--- config.mk ---
export PLATFORM = sky130hd
export DESIGN_NAME = hamm_rr_arbiter
export DESIGN_NICKNAME = d
export VERILOG_FILES = /design/src/rtl/hamm_rr_arbiter.sv
export SDC_FILE = /design/constraint.sdc
export NUM_CORES = 1
export LEC_CHECK = 0
export CAP_MARGIN = 20
export CORE_MARGIN = 4
export CORE_UTILIZATION = 44
export DETAILED_ROUTE_END_ITERATION = 16
export MAX_ROUTING_LAYER = met4
export PLACE_DENSITY = 0.81
export SETUP_SLACK_MARGIN = 0.05
export SYNTH_ARGS = -nofsm -noshare
export SYNTH_HDL_FRONTEND = slang
export SYNTH_SLANG_ARGS = --single-unit
export TNS_END_PERCENT = 10
--- constraint.sdc ---
create_clock -name clk -period 5.16 [get_ports clk]
set_input_delay 0.774 -clock clk [delete_from_list [all_inputs] [get_ports clk]]
set_output_delay 0.774 -clock clk [all_outputs]
set_load 0.02 [all_outputs]
--- src/rtl/hamm_rr_arbiter.sv ---
// hamm_rr_arbiter: round-robin arbiter that shares one 32-bit popcount
// datapath among four requesters and holds each result until it is consumed.
//
// Ports:
//   clk, rst_n   clock, asynchronous active-low reset
//   req          per-requester valid (held with its data until granted)
//   req_data     flattened request words, requester i on [32i+31:32i]
//   gnt          one-hot combinational grant; transfer on req[i] & gnt[i]
//   res_valid    result available (held until res_ready)
//   res_id       requester index owning the result
//   res_count    popcount of the accepted word (0..32)
//   res_ready    consumer accept; handshake on res_valid & res_ready
//   busy         high whenever the sequencer is not idle
module hamm_rr_arbiter #(
  parameter int unsigned N_REQ = 4,
  parameter int unsigned W     = 32
) (
  input  logic                 clk,
  input  logic                 rst_n,
  input  logic [N_REQ-1:0]     req,
  input  logic [N_REQ*W-1:0]   req_data,
  output logic [N_REQ-1:0]     gnt,
  output logic                 res_valid,
  output logic [1:0]           res_id,
  output logic [7:0]           res_count,
  input  logic                 res_ready,
  output logic                 busy
);

  localparam int unsigned ID_W  = 2;
  localparam int unsigned CNT_W = 8;

  localparam logic [1:0] IDLE = 2'd0;
  localparam logic [1:0] CALC = 2'd1;
  localparam logic [1:0] RESP = 2'd2;

  logic [1:0]       state;
  logic [1:0]       state_nxt;
  logic [ID_W-1:0]  ptr;
  logic [W-1:0]     op_data;
  logic [ID_W-1:0]  op_id;
  logic [ID_W-1:0]  cand;
  logic [ID_W-1:0]  win_id;
  logic             win_found;
  logic             xfer;
  logic [CNT_W-1:0] hamm_sum;

  // Rotating priority search: first set request at or above ptr, wrapping.
  always_comb begin
    win_found = 1'b0;
    win_id    = '0;
    cand      = '0;
    for (int k = 0; k < int'(N_REQ); k++) begin
      cand = ptr + ID_W'(k);
      if (!win_found && req[cand]) begin
        win_found = 1'b1;
        win_id    = cand;
      end
    end
  end

  // A grant exists only while idle; rst_n gating keeps gnt low during reset.
  assign xfer = (state == IDLE) && win_found;
  assign gnt  = (xfer && rst_n) ? (N_REQ'(1) << win_id) : '0;
  assign busy = (state != IDLE);

  // HAMM_32bit: single combinational popcount stage between op_data and res_count.
  always_comb begin
    hamm_sum = '0;
    for (int i = 0; i < int'(W); i++) begin
      hamm_sum = hamm_sum + CNT_W'(op_data[i]);
    end
  end

  // State register.
  always_ff @(posedge clk or negedge rst_n) begin
    if (!rst_n) state <= IDLE;
    else        state <= state_nxt;
  end

  // Next-state logic.
  always_comb begin
    state_nxt = state;
    case (state)
      IDLE:    if (win_found) state_nxt = CALC;
      CALC:    state_nxt = RESP;
      RESP:    if (res_ready) state_nxt = IDLE;
      default: state_nxt = IDLE;
    endcase
  end

  // Operand capture, pointer advance and result holding.
  always_ff @(posedge clk or negedge rst_n) begin
    if (!rst_n) begin
      ptr       <= '0;
      op_data   <= '0;
      op_id     <= '0;
      res_valid <= 1'b0;
      res_id    <= '0;
      res_count <= '0;
    end else begin
      if (xfer) begin
        op_data <= req_data[win_id*W +: W];
        op_id   <= win_id;
        ptr     <= win_id + ID_W'(1);
      end
      if (state == CALC) begin
        res_count <= hamm_sum;
        res_id    <= op_id;
        res_valid <= 1'b1;
      end
      if (state == RESP && res_ready) begin
        res_valid <= 1'b0;
      end
    end
  end

endmodule
==> reports/results.ini <==
[run_status]
status=finished clean

[logic_synthesis]
ys_top_cells_by_area=dfrtp_1 (31%), mux2i_1 (17%), fa_1 (13%)
syn_inst=378
synth_commonest_cells=mux2i_1 (64), nor3_1 (64), inv_1 (53), dfrtp_1 (47), a211o_1 (32)
yosysTopAreaCell=dfrtp_1
yosys_warnings=0
yosysTopAreaCellShare_pct=31.4
synthArstFlopShare_pct=100
ys_ff_latch=47
syn_avg_cell_area_sq_um=9.90
synth_cell_type_count=31
synth.cell_area_sq_um=3740
ys_seq_area_share_pct=31.4
synth_edf_count=0
synth_ff_type=dfrtp_1

[sta]
grt_setup_unrepaired=false
post-route-min-period_ns=4.77
layout_worst_path_cycle_share_pct=92.5
tns_ns=0
fmax_mhz=209
worst_pin_slew_ns=0.981
final_hold_viol_count=0
maxSlewViolCount=0
slew_headroom_pct=34.6
setup_viol=0
fin_skew_ns=0.00298

[layout]
num_antenna_cells=0
fin_nets=681
n_fill_cell=648
syn_to_final_growth_pct=42.9
multiInputGateArea_sq_um=2200
fin_area_sq_um=5350
drive_gt1_share_pct=4.10
ff_latch_area_sq_um=1180
stdcell_count=617

[global_route]
grt_pass1_vias=3315
grt_pass1_wl_microns=15300
grt_remaining_overflow=0
antenna_found_initial=0
grt_usage_pct=19.5
grt_max_degree=103

[floorplanning]
pin_count=151
start_util_pct=45.3
chipHeight_microns=100
fp.coreArea_sq_um=8260
rows=33
chipWidth_microns=100
die_area_sq_um=10000

[worst_setup_path]
cp_data_arrival_time_ns=4.94
start_kind=flip-flop
worst-r2r-cell-count=16
rr_endpoint=res_count[5]
path_buf_inv=4
crit_chain=inv_1 > fa_1 > fa_1 > fa_1 > inv_1 > fa_1 > fa_1 > inv_1 > fa_1 > inv_1 > ha_1 > a21o_1 > a21oi_1 > nor2b_1 > o21ai_0 > o21ai_0
critPathTopFamily=adder cells
cp.required_ns=5.33
r2r-start=op_data[0]
crit_slowest_cell=fa_1
critPathKind=flip-flop to flip-flop
path_max_fanout=2
critPathCaptureType=flip-flop
max_stage_delay_ns=0.60
cpMostUsedCell=fa_1
r2r_setup_slack_ns=0.39

[place]
gp_congestion=0.817
placed_area_sq_um=5230
dp_cells=608
place_hpwl_microns=7560
port-buffer-count=148

[clocking]
cts_hold_buf=0
clock_path_buffers=2
cts.repair.resized=0
h-tree-depth=2
numClockSinks=47
numCtsBuffers=5
cts_tree=yes
cts.clk_slew.worst_paths_ns=0.08
post_cts_buffers=0
insertion_delay_ns=0.30
root_buffer=clkbuf_8

[drt]
antenna_left=0
dr.pass1.iters=4
drc=0
via_count=3158
post_drt_wl_per_cell_microns=15.3
drt_iter0_drc=79
viasPerCell=5.12
wirelength_microns=9450

[run]
max-cap-violations=0

[worst_hold_path]
hold_class=input pin to asynchronous set/reset pin

metal layers:
metal  up-vias  wire length, microns  global-route usage (%)
met5         -                     0                       -
met4         0                   150                    5.70
met3        15                   562                    3.27
met2        94                  4720                    32.8
met1      1475                  4010                    24.1
li1       1574                     -                       -
flip-flops by register name (all words and copies together) (netlist names):
| name | flops |
|---|---|
| op_data | 32 |
| op_id | 2 |
| ptr | 2 |
| res_count | 6 |
| res_id | 2 |
| res_valid | 1 |
| state | 2 |
layout make-up:
| class | count | area share (%) |
|---|---|---|
| clock buffer | 8 | 1.87 |
| sequential | 47 | 22.0 |
| multi-input combinational | 249 | 41.2 |
| inverter | 54 | 3.79 |
| tap | 105 | 2.46 |
| timing repair buffer | 154 | 28.7 |
placed cells by master (no fill, tap or decap), types with 5 or more instances in the layout:
master	n
clkdlybuf4s50_1	147
mux2i_1	64
nor3_1	64
inv_1	53
dfrtp_1	47
a211o_1	32
fa_1	24
nand2_1	11
ha_1	11
o21ai_0	8
clkbuf_8	7
a21oi_1	6
buf_4	5
kinds of logic after synthesis:
group | synth area share, %
and+or+nand+nor | 11.7
buffers and inverters | 10.2
muxes | 18.3
AOI/OAI and AO/OA | 11.0
DFF | 31.4
adders and majority gates | 16.5
xor gates and xnor gates | 0.702
other | 0.100
worst max-delay path by stage:
stage                     startpoint           end  slack (ns)  cells after the start
final                     op_data[0]  res_count[5]        0.39                     16
after global routing      op_data[0]  res_count[5]        0.08                     16
after CTS                 op_data[0]  res_count[5]        0.34                     16
after detailed placement  op_data[0]  res_count[5]        0.35                     16
after global placement    op_data[0]  res_count[5]        0.52                     16
after floorplan           op_data[0]  res_count[5]        0.65                     16
per-stage QoR:
| step | setup slack [ns] | hold WS [ns] | util [%] |
|---|---|---|---|
| global route | 0.0812 | 0.322 | 64.7 |
| floorplan | 0.654 | 0.444 | - |
| detailed placement | 0.353 | 0.475 | 63.3 |
| finish | 0.386 | 0.324 | 64.7 |
| CTS | 0.343 | 0.315 | 64.5 |
| global placement | 0.521 | 0.459 | 63.3 |
Power is not shown: default switching activity piles up to over one toggle a cycle in this logic, so the estimate is an artifact.
==> variant, RTL diff (same flow settings) <==
Change the parameter `N_REQ` from 4 to 2.
--- a/src/rtl/hamm_rr_arbiter.sv
+++ b/src/rtl/hamm_rr_arbiter.sv
@@ -13,5 +13,5 @@
 //   busy         high whenever the sequencer is not idle
 module hamm_rr_arbiter #(
-  parameter int unsigned N_REQ = 4,
+  parameter int unsigned N_REQ = 2,
   parameter int unsigned W     = 32
 ) (
Interface: changed (resized gnt, req and req_data); port bits go from 151 to 83. The function was not compared with the original's and may differ.
==> variant against the original RTL <==
Non-clock buffer count shrank 71; cell area decreased by 24%; area after synthesis decreased by 16%; sequential cell count stayed put; global-route usage is 4.1 points lower; wire length is 35% lower; core utilization is 5.7 points lower; via count is 33% lower; hold slack improved by 0.16 ns; setup slack better by 0.024 ns; critical path type unchanged; highest routed layer unchanged.
Power is left out: the tool's default activity adds up to more than one toggle a clock period on the data nets, which glitch-free logic cannot reach.
==> variant: results (changes against the original RTL) <==
\begin{tabular}{lr}
\hline
Metric & Value \\
\hline
\multicolumn{2}{l}{\textbf{Logic synthesis}} \\
\quad Sequential area share after synthesis & 0.3744 (+0.05997) \\
\quad Leading cell types by total area after synthesis & sky130\_fd\_sc\_hd\_\_dfrtp\_1, sky130\_fd\_sc\_hd\_\_fa\_1, sky130\_fd\_sc\_hd\_\_mux2i\_1, sky130\_fd\_sc\_hd\_\_o22ai\_2, sky130\_fd\_sc\_hd\_\_inv\_1 \\
\quad Synth top cells by count & sky130\_fd\_sc\_hd\_\_inv\_1, sky130\_fd\_sc\_hd\_\_dfrtp\_1, sky130\_fd\_sc\_hd\_\_mux2i\_1 \\
\quad Distinct cell type count after synthesis & 35 (+13\%) \\
\multicolumn{2}{l}{\textbf{Final layout}} \\
\quad Fraction of layout instances using a drive strength above 1 & 0.1536 (+0.1126) \\
\quad Post-layout net count & 446 (-35\%) \\
\quad Largest registers ranked by flip-flop count & op\_data x32, res\_count x6 \\
\multicolumn{2}{l}{\textbf{Drt}} \\
\quad Count of vias placed by the detailed router & 2122 (-33\%) \\
\quad Iteration-0 DRC Markers & 53 (-33\%) \\
\quad Wire length reported by the detailed router & 6177 um (-35\%) \\
\quad \# DRC & 0 (unchanged) \\
\multicolumn{2}{l}{\textbf{Global route}} \\
\quad Grt met1 use & 0.1775 (-0.06367) \\
\quad Total global routing track utilization & 0.1533 (-0.04147) \\
\quad Wire length of the first global-routing pass & 10160 um (-34\%) \\
\quad Largest net degree at the start of global routing & 50 (-51\%) \\
\quad Met3 usage & 0.03981 (+0.007143) \\
\quad Via count of the first global-routing pass & 2298 (-31\%) \\
\multicolumn{2}{l}{\textbf{Place}} \\
\quad HPWL after DPL & 4871 um (-36\%) \\
\quad Number of port buffers & 80 (-46\%) \\
\quad GPL Wtd Cong & 0.8073 (-1.2\%) \\
\multicolumn{2}{l}{\textbf{Critical path}} \\
\quad FF-to-FF path depth & 14 (-2) \\
\quad Crit Path Category & flop to flop \\
\quad Endpoint arrival time on the critical path & 4.92 ns (-0.02 ns) \\
\quad Critical R2R Launch & op\_data[17] \\
\multicolumn{2}{l}{\textbf{Worst hold path}} \\
\quad Type of the tightest min-delay check & flop to flop \\
\multicolumn{2}{l}{\textbf{STA}} \\
\quad Maximum clock skew at final layout & 0.008117 ns (+0.005142 ns) \\
\multicolumn{2}{l}{\textbf{Run status}} \\
\quad Run status & completed \\
\hline
\end{tabular}
## variant: per-stage QoR
| stage | instances | setup WS (ns) | utilization | hold slack [ns] | area (um2) |
|---|---|---|---|---|---|
| 5_1_grt | 441 | 0.1777 | 0.5905 | 0.5190 | 4056 |
| 3_3_place_gp | 432 | 0.5113 | 0.5741 | 0.4606 | 3944 |
| 4_1_cts | 441 | 0.4133 | 0.5905 | 0.4869 | 4056 |
| 2_1_floorplan | 267 | 0.5882 | - | 0.4460 | 3146 |
| 6_report | 441 | 0.4100 | 0.5905 | 0.4831 | 4056 |
| 3_5_place_dp | 433 | 0.4286 | 0.5781 | 0.4690 | 3971 |
## variant: final cells by class
type                            instances  area [um2]
Multi-Input combinational cell        156        1645
Tap cell                               96       120.1
Clock inverter                          2       12.51
Inverter                               51       191.4
Timing Repair Buffer                   83       838.3
Sequential cell                        47        1176
Fill cell                             579        2813
Clock buffer                            6       72.57
## variant: per-layer routing
metal  vias to the layer above  part of all wire
li1                       1018                 -
met5                         -                 0
met2                        56              0.50
met1                      1041              0.43
met3                         7             0.055
met4                         0            0.0097
## variant: worst max-delay path: stages (launching register included)
cell                      delay (ns)
sky130_fd_sc_hd__dfrtp_1        0.41
sky130_fd_sc_hd__fa_1           0.53
sky130_fd_sc_hd__inv_1          0.05
sky130_fd_sc_hd__fa_1           0.51
sky130_fd_sc_hd__fa_1           0.44
sky130_fd_sc_hd__fa_1           0.53
sky130_fd_sc_hd__fa_1           0.44
sky130_fd_sc_hd__fa_1           0.49
sky130_fd_sc_hd__inv_1          0.04
sky130_fd_sc_hd__ha_1           0.20
sky130_fd_sc_hd__fa_1           0.40
sky130_fd_sc_hd__a21o_1         0.17
sky130_fd_sc_hd__a21oi_1        0.18
sky130_fd_sc_hd__xor2_1         0.15
sky130_fd_sc_hd__o21ai_0        0.08
## variant: worst paths after layout
kind | end | slack, ns
max | res_count[4] | 0.41
min | res_count[5] | 0.48
max reg2reg | res_count[4] | 0.41
min reg2reg | res_count[5] | 0.48
max in group asynchronous | op_data[31] | 4.20
min in group asynchronous | op_data[6] | 0.55
## variant: logic make-up after synthesis
kind of cell | Yosys count | synth area share
fa+ha+maj | 33 | 0.1888
flops | 47 | 0.3744
buf+inv | 64 | 0.1055
compound gates | 50 | 0.1521
xor+xnor | 2 | 0.005576
simple gates | 30 | 0.04580
mux | 39 | 0.1266
other cells | 1 | 0.001194
